**src/rtl/instr_fetch_unit.sv**
```systemverilog
// instr_fetch_unit: IF-stage fetch FSM driving imem req/gnt/rvalid and a {pc, instr} FIFO for decode.
// Optional perf counters enabled with `define IFU_PERF_COUNTERS_EN.
module instr_fetch_unit #(
  parameter int ADDR_W    = 32,
  parameter int INSTR_W   = 32,
  parameter int BUF_DEPTH = 2
) (
  input  logic               Clk,
  input  logic               Reset,
  input  logic [ADDR_W-1:0]  pc_in,
  output logic               pc_ld,
  input  logic               flush,
  output logic               imem_req,
  output logic [ADDR_W-1:0]  imem_addr,
  input  logic               imem_gnt,
  input  logic               imem_rvalid,
  input  logic [INSTR_W-1:0] imem_rdata,
  output logic               if_valid,
  output logic [ADDR_W-1:0]  if_pc,
  output logic [INSTR_W-1:0] if_instr,
  input  logic               id_ready
`ifdef IFU_PERF_COUNTERS_EN
  ,
  output logic [31:0]        perf_fetch_cnt,
  output logic [31:0]        perf_stall_cnt
`endif
);
  localparam int PW = $clog2(BUF_DEPTH);
  localparam int CW = PW + 1;
  typedef enum logic [1:0] {IDLE, REQ, WAIT} state_t;
  state_t state_q, state_d;
  logic [CW-1:0] count_q, count_d;
  logic [PW-1:0] wr_q, wr_d, rd_q, rd_d;
  logic inflight_q, inflight_d, drop_q, drop_d;
  logic [ADDR_W-1:0] req_pc_q, req_pc_d;
  logic [ADDR_W-1:0] buf_pc_q [BUF_DEPTH];
  logic [INSTR_W-1:0] buf_instr_q [BUF_DEPTH];
  logic push, pop, can_issue;
  always_comb begin
    can_issue = (count_q + CW'(inflight_q)) < CW'(BUF_DEPTH);
    imem_req  = !Reset && state_q == REQ && !flush && can_issue;
    imem_addr = (!Reset && state_q == REQ) ? pc_in : '0;
    pc_ld     = !Reset && ((imem_req && imem_gnt) || flush);
    if_valid  = !Reset && count_q != '0;
    if_pc     = if_valid ? buf_pc_q[rd_q] : '0;
    if_instr  = if_valid ? buf_instr_q[rd_q] : '0;
    // A response racing a flush belongs to the old path, so it is never pushed.
    push      = state_q == WAIT && imem_rvalid && !drop_q && !flush;
    pop       = if_valid && id_ready && !flush;
    count_d   = flush ? '0 : count_q + CW'(push) - CW'(pop);
    wr_d      = flush ? '0 : wr_q + PW'(push);
    rd_d      = flush ? '0 : rd_q + PW'(pop);
    state_d    = state_q;
    inflight_d = inflight_q;
    drop_d     = drop_q;
    req_pc_d   = req_pc_q;
    case (state_q)
      IDLE: state_d = REQ;
      REQ: if (imem_req && imem_gnt) begin
        req_pc_d   = pc_in;
        inflight_d = 1'b1;
        state_d    = WAIT;
      end
      WAIT: if (imem_rvalid) begin
        inflight_d = 1'b0;
        drop_d     = 1'b0;
        state_d    = REQ;
      end else if (flush) drop_d = 1'b1;
      default: state_d = IDLE;
    endcase
  end
  always_ff @(posedge Clk) begin
    if (Reset) begin
      state_q    <= IDLE;
      count_q    <= '0;
      wr_q       <= '0;
      rd_q       <= '0;
      inflight_q <= 1'b0;
      drop_q     <= 1'b0;
      req_pc_q   <= '0;
    end else begin
      state_q    <= state_d;
      count_q    <= count_d;
      wr_q       <= wr_d;
      rd_q       <= rd_d;
      inflight_q <= inflight_d;
      drop_q     <= drop_d;
      req_pc_q   <= req_pc_d;
    end
  end
  always_ff @(posedge Clk) begin
    if (push) begin
      buf_pc_q[wr_q]    <= req_pc_q;
      buf_instr_q[wr_q] <= imem_rdata;
    end
  end
  assert property (@(posedge Clk) disable iff (Reset) !(push && count_q == CW'(BUF_DEPTH)));
`ifdef IFU_PERF_COUNTERS_EN
  logic [31:0] perf_fetch_q, perf_fetch_d, perf_stall_q, perf_stall_d;
  always_comb begin
    perf_fetch_d   = perf_fetch_q + 32'(push);
    perf_stall_d   = perf_stall_q + 32'(state_q != IDLE && !pc_ld);
    perf_fetch_cnt = perf_fetch_q;
    perf_stall_cnt = perf_stall_q;
  end
  always_ff @(posedge Clk) begin
    if (Reset) begin
      perf_fetch_q <= '0;
      perf_stall_q <= '0;
    end else begin
      perf_fetch_q <= perf_fetch_d;
      perf_stall_q <= perf_stall_d;
    end
  end
`endif
endmodule

```
**config.mk**
```make
export PLATFORM = sky130hd
export DESIGN_NAME = instr_fetch_unit
export DESIGN_NICKNAME = d
export VERILOG_FILES = /design/src/rtl/instr_fetch_unit.sv
export SDC_FILE = /design/constraint.sdc
export NUM_CORES = 1
export LEC_CHECK = 0
export BUFFER_PORTS_ARGS = -buffer_cell sky130_fd_sc_hd__buf_2
export CORE_ASPECT_RATIO = 0.8
export CORE_MARGIN = 1
export CORE_UTILIZATION = 40
export CTS_CLUSTER_DIAMETER = 30
export CTS_CLUSTER_SIZE = 24
export DETAILED_ROUTE_END_ITERATION = 16
export GPL_ROUTABILITY_DRIVEN = 1
export PLACE_DENSITY_LB_ADDON = 0.05
export SETUP_SLACK_MARGIN = 0.3
export SKIP_LAST_GASP = 1
export SYNTH_ARGS = -nofsm -noshare
export SYNTH_HDL_FRONTEND = slang
export SYNTH_SLANG_ARGS = --single-unit
```
**constraint.sdc**
```tcl
create_clock -name Clk -period 3.99 [get_ports Clk]
set_input_delay 0.798 -clock Clk [delete_from_list [all_inputs] [get_ports Clk]]
set_output_delay 0.798 -clock Clk [all_outputs]
set_load 0.01 [all_outputs]
```
==> summary.txt, run 1 <==
Worst setup path
  • Largest stage delay, worst path: 0.78 ns
  • CP Max Fanout: 33
  • FF-to-FF End: req_pc_q[16]$_SDFFE_PP0P_
  • Worst Setup EP: if_pc[25]
  • Crit Path Class: register to primary output
  • Critical path, cell by cell: o21bai_4 -> buf_4 -> nor2_1 -> buf_2
  • Startpoint types: register
  • Path depth of the worst reg2reg path: 4
  • Reg-to-reg startpoint: state_q[1]$_SDFFE_PP0P_
  • Worst Setup End Kind: primary output
  • CP top delay family: compound AO/OA/AOI/OAI gates
  • Crit path from: count_q[1]$_SDFF_PP0_
  • Levels on crit path: 4
  • Arr. time, crit path: between 2 and 2.5 ns
  • CP bufs+invs: 2
  • Worst Path Required: about 3.2 ns
  • Flop-to-flop setup slack: between 1 and 1.5 ns
  • Slowest CP cell: o21bai_4

Yosys
  • Post-synth ARST share: 0%
  • Yosys top cell area share: between 50% and 60%
  • Synthesized area: around 7000 um2
  • Warnings, synthesis: 0
  • Most used DFF post-synth: edfxtp_1
  • Mapped Nets: about 540
  • Avg Inst Size Synth: approximately 15 um2
  • Distinct cell type count after synthesis: 36
  • Post-synthesis sequential area ratio: between 60% and 70%
  • Synth top area cells: edfxtp_1 (56%), dfxtp_1 (12%), mux2i_1 (9.5%)
  • Leading area contributor after synthesis: edfxtp_1
  • Register bit count reported by yosys: roughly 170
  • Syn Inst Count: between 400 and 500
  • Post-synth EDFFs: approximately 130

GRT
  • Tot GR Track Use: between 10% and 20%
  • First-pass GRT wire length: a little over 20,000 um
  • Antenna violations before repair: 0
  • GRT overflow: 0
  • Vias in the first global route: between 3,000 and 4,000
  • Largest net degree at the start of global routing: 45

Floorplan
  • Die ar.: about 18,000 um2
  • Chip width: 148.4 um
  • IO Pins: 169
  • Initial core utilization: 41.15%
  • Core area: around 17,000 um2
  • Die Y: around 120 um
  • Row Count: between 40 and 50

Route
  • DRC viols: 0
  • Total wire length: 13,170 um
  • ANT nets after route: 0
  • Routed WL per cell: ~15 um
  • Via density: 4.658
  • 1st-iter DRT viols: 175
  • Via count: 4,020
  • DRT Pass-1 Iters: 4

STA
  • Max transition margin: ~38%
  • Final hold slack: about 0.44 ns
  • Period utilization: between 70 and 80%
  • Setup violations, final: 0
  • Setup_tns: 0 ns
  • RSZ-0062 raised after global routing: no
  • Final Max Slew Viols: 0
  • Clock skew: around 0.0095 ns
  • FMAX: 317.4 MHz
  • Worst slew pin tran: about 0.93 ns
  • Min cycle time layout: around 3.2 ns
  • Final Hold Vio Count: 0

Clocking
  • Post-CTS setup buffers: 0
  • Clock sinks: approximately 170
  • Clock slew at reported path FFs: about 0.06 ns
  • CTS tree: built
  • CTS H-tree depth: 4
  • Worst-Skew Late Latency: between 0.4 and 0.5 ns
  • Bufs on Longest Clock Path: 2
  • Hold buffer count at cts: 0
  • CTS root buf: clkbuf_16
  • TritonCTS Buffers: 17
  • Post-CTS sizing: 0

Pwr
  • Pwr/cell area: roughly 440 nW/um2
  • Max VDD drop: roughly 0.27 mV
  • Leakage: about 3.4 nW

Cells and area
  • Nets: between 700 and 800
  • Antenna Cells: 0
  • Area delta synth->final: 25.55%
  • Most frequent cells in the layout: buf_2 (168), edfxtp_1 (128), nor2_1 (66)
  • Commonest non-fill, non-tap cell in the layout: buf_2
  • Share of cells above drive strength 1: about two fifths
  • Post-layout util: 51.67%

Placed design
  • Port bufs: roughly 170
  • Gpl congestion: 0.7373
  • Detailed Place HPWL: 8305 um

Hold path
  • Hold path start: req_pc_q[18]$_SDFFE_PP0P_
  • Worst Hold Class: register to register

Status
  • Outcome: finished clean

Flow run
  • Maxcap violations: 0
==> power breakdown <==
part / total, mW / leakage (nW) / switching, mW / internal [mW]
Combinational: 0.136 / 1.72 / 0.0645 / 0.0711
Clock: 1.78 / 0.309 / 0.666 / 1.12
Sequential: 1.90 / 1.41 / 0.0104 / 1.89
Total: 3.82 / 3.44 / 0.741 / 3.08
==> routing by layer <==
metal  global-route usage [%]  wire length (um)
met1                    19.64              5923
met2                    25.23              6252
met3                    4.866               808
met4                    5.799               188
met5                        0                 0
==> sequential cells by signal (all words and copies together) (netlist names), 2 cells and up <==
register     flops
buf_instr_q     64
buf_pc_q        64
req_pc_q        32
count_q          2
state_q          2
==> kinds of logic (layout without fill, tap and decap cells) <==
logic type	count (synthesis)	count (layout)	share of synthesized area (%)
AO/OA/AOI/OAI	8	8	0.8214
XOR/XNOR	3	3	0.3834
adder cells (fa/ha/maj)	4	4	0.7301
buffers and inverters	32	212	2.628
flip-flops	168	168	67.75
multiplexers	96	96	16.06
AND/OR/NAND/NOR	152	152	11.63
==> layout make-up <==
cell class | instances | area, um2
flip-flops and latches | 168 | 4648
repair buffers | 175 | 943.4
multi-input cells | 263 | 2072
fillers | 1490 | 8051
inverters | 5 | 18.77
clock inverters | 14 | 220.2
well taps | 220 | 275.3
clock buffers | 18 | 429.2
==> worst register-to-register path: cells and delay by family, from the launching register on <==
kind	cells	cell delay (ns)
AND/OR/NAND/NOR	2	1.49
flip-flops	1	0.35
multiplexers	1	0.32
buffers and inverters	1	0.30
==> cell usage after synthesis (all sizes together) (2+ instances only) <==
cell and number:
nor2b 31, mux2 31, nand3b 3, xor2 2, nand2b 2, and3b 2, nor3b 2, clkbuf 13
ha 4, buf 14, and2 32, edfxtp 128, mux2i 65, dfxtp 40, nor3 5, or4b 2
o21ai 2, nor2 66, inv 5, and2b 2, nand2 3
==> worst min-delay path by stage <==
| stage | end | slack, ns | cells past startpoint |
|---|---|---|---|
| floorplan | buf_pc_q[0][0]$_DFFE_PP_ | 0.42 | 0 |
| global placement | buf_pc_q[0][7]$_DFFE_PP_ | 0.43 | 0 |
| detailed placement | buf_pc_q[0][0]$_DFFE_PP_ | 0.43 | 0 |
| CTS | buf_pc_q[0][0]$_DFFE_PP_ | 0.45 | 0 |
| global route | buf_pc_q[0][8]$_DFFE_PP_ | 0.46 | 0 |
| finish | buf_pc_q[0][18]$_DFFE_PP_ | 0.44 | 0 |
==> through the flow <==
| stage | power, mW | area (um2) | setup slack (ns) | cells |
|---|---|---|---|---|
| 3_5_place_dp | 2.077 | 7958 | 0.8289 | 831 |
| 3_3_place_gp | 2.071 | 7958 | 0.8777 | 831 |
| 2_1_floorplan | 2.008 | 6855 | 0.6126 | 463 |
| 4_1_cts | 3.860 | 8607 | 0.7781 | 863 |
| 5_1_grt | 3.951 | 8607 | 0.6721 | 863 |
| 6_report | 3.821 | 8607 | 0.8390 | 863 |
Note: power is estimated with default switching activity, not from simulation.
==> run 2: changes to the inputs <==
clock period = 2.7 ns   (was 3.99 ns; I/O delays follow)
==> run 2 against run 1 <==
Net effect: first-iteration DRC count decreased by 19%; clock-buffer cell count decreased by 1; core utilization barely moved; critical path type unchanged; cell area about the same; clock power increased by 25%; sequential power grew 48%; largest power group unchanged; critical path depth unchanged; total power grew 37%; register-to-register slack worse by 0.97 ns; worst setup slack worse by 0.42 ns; largest cell class unchanged.
==> summary.txt, run 2 (synthesized netlist as in run 1, its figures left out) <==
STA
  • RSZ-0062 raised after global routing: no
  • Max transition margin: 63.66%
  • Setup_tns: 0 ns
  • Clock skew: approximately 0.0062 ns
  • Final hold slack: between 0.2 and 0.3 ns
  • Setup violations, final: 0
  • Worst setup margin: roughly 0.42 ns
  • Final Hold Vio Count: 0
  • Worst slew pin tran: about 0.54 ns
  • FMAX: 438.0 MHz
  • Min cycle time layout: 2.283 ns
  • Final Max Slew Viols: 0
  • Period utilization: about 85%

Worst setup path
  • Flop-to-flop setup slack: between 0.4 and 0.5 ns
  • Worst Path Required: 2.16 ns
  • CP Max Fanout: 29
  • Crit Path Class: register to primary output
  • Arr. time, crit path: around 1.7 ns
  • Startpoint types: register
  • Worst Setup End Kind: primary output

Placed design
  • Pre-CTS setup slack: approximately 0.16 ns
  • Inst Count DP: 839
  • Detailed Place HPWL: approximately 8300 um
  • Gpl congestion: about 0.71
  • Placed Area: about 8000 um2
  • Port bufs: 168

Cells and area
  • Commonest non-fill, non-tap cell in the layout: buf_2
  • Post-layout util: approximately half
  • Share of cells above drive strength 1: about two fifths
  • Largest regs: buf_instr_q x64, buf_pc_q x64, req_pc_q x32
  • Final cell count without fillers: 874
  • Area delta synth->final: 25.52%
  • Most frequent cells in the layout: buf_2 (168), edfxtp_1 (128), nor2_1 (66)
  • Fin area: 8605 um2
  • Antenna Cells: 0
  • Nets: ~720

Floorplan
  • Core area: 16,660 um2
  • IO Pins: between 150 and 200
  • Die ar.: approximately 18,000 um2
  • Chip width: around 150 um
  • Row Count: 42
  • Initial core utilization: 41.15%
  • Die Y: between 100 and 150 um

Clocking
  • Worst-Skew Late Latency: 0.42 ns
  • CTS tree: built
  • Bufs on Longest Clock Path: 2
  • Hold buffer count at cts: 0
  • CTS H-tree depth: 4
  • CTS root buf: clkbuf_16
  • TritonCTS Buffers: 17
  • Clock slew at reported path FFs: around 0.070 ns
  • Clock sinks: between 150 and 200

Hold path
  • Worst Hold Class: input port to register

Pwr
  • Sw Share: a little over a fifth
  • Internal Dissipation: slightly above 4 mW
  • Fraction of power consumed by sequential logic: between 50% and 60%
  • Leakage: roughly 3.4 nW
  • Psw: between 1 and 1.5 mW
  • Clock group share of total power: a little over two fifths
  • Pwr/cell area: roughly 600 nW/um2
  • Max VDD drop: roughly 0.44 mV
  • Tot Pwr: about 5.2 mW
  • Combinational share of power: between 3 and 4%

Route
  • Total wire length: 13,430 um
  • Via count: just over 4,000
  • ANT nets after route: 0
  • Routed WL per cell: between 15 and 20 um
  • DRT Pass-1 Iters: 4
  • DRC viols: 0
  • Via density: around 4.6
  • 1st-iter DRT viols: between 100 and 150

GRT
  • Largest net degree at the start of global routing: 65
  • First-pass GRT wire length: 20,910 um
  • Antenna violations before repair: 0
  • Vias in the first global route: 3,976
  • GRT overflow: 0
  • Tot GR Track Use: between 10% and 20%

Status
  • Outcome: finished clean

Flow run
  • Maxcap violations: 0
==> run 2: routing by layer <==
layer	vias up	part of all wire, %	track usage [%]
met3	15	6.0	4.904
met5	-	0	0
met1	1928	45	19.95
li1	2005	-	-
met2	115	48	26.06
met4	0	1.2	5.735
==> run 2: cell type report <==
| cell class | instances | area (um2) |
|---|---|---|
| Timing Repair Buffer | 185 | 1031 |
| Clock inverter | 15 | 121.4 |
| Sequential cell | 168 | 4649 |
| Clock buffer | 17 | 425.4 |
| Tap cell | 220 | 275.3 |
| Inverter | 5 | 18.77 |
| Multi-Input combinational cell | 264 | 2083 |
| Fill cell | 1495 | 8054 |
==> run 2: final timing paths <==
check	cells past startpoint	to	startpoint
setup / recovery	4	if_pc[1]	count_q[0]$_SDFF_PP0_
hold / removal	1	buf_instr_q[0][29]$_DFFE_PP_	imem_rdata[29]
setup reg to reg	4	req_pc_q[21]$_SDFFE_PP0P_	state_q[1]$_SDFFE_PP0P_
hold reg to reg	0	buf_pc_q[1][26]$_DFFE_PP_	req_pc_q[26]$_SDFFE_PP0P_
==> run 2: power by group through the flow <==
stage | logic (mW) | clock network, mW | registers (mW)
6_report | 0.205 | 2.23 | 2.81
5_1_grt | 0.225 | 2.40 | 2.81
4_1_cts | 0.209 | 2.29 | 2.81
3_5_place_dp | 0.207 | 0 | 2.87
3_3_place_gp | 0.201 | 0 | 2.86
2_1_floorplan | 0.105 | 0 | 2.86
==> run 2: what timing repair did <==
| item | CTS | global route |
|---|---|---|
| gates cloned | 1 | 0 |
| resized for setup | 0 | 1 |
| hold endpoints to repair | 0 | 0 |
| buffers inserted | 0 | 2 |
| setup endpoints to repair | 47 | 42 |
| pin swaps | 1 | 1 |
==> run 2: critical path, stage by stage, from the launching register on <==
cell	delay [ns]
dfxtp_1	0.44
o21bai_4	0.41
buf_12	0.24
nor2_1	0.08
buf_2	0.14
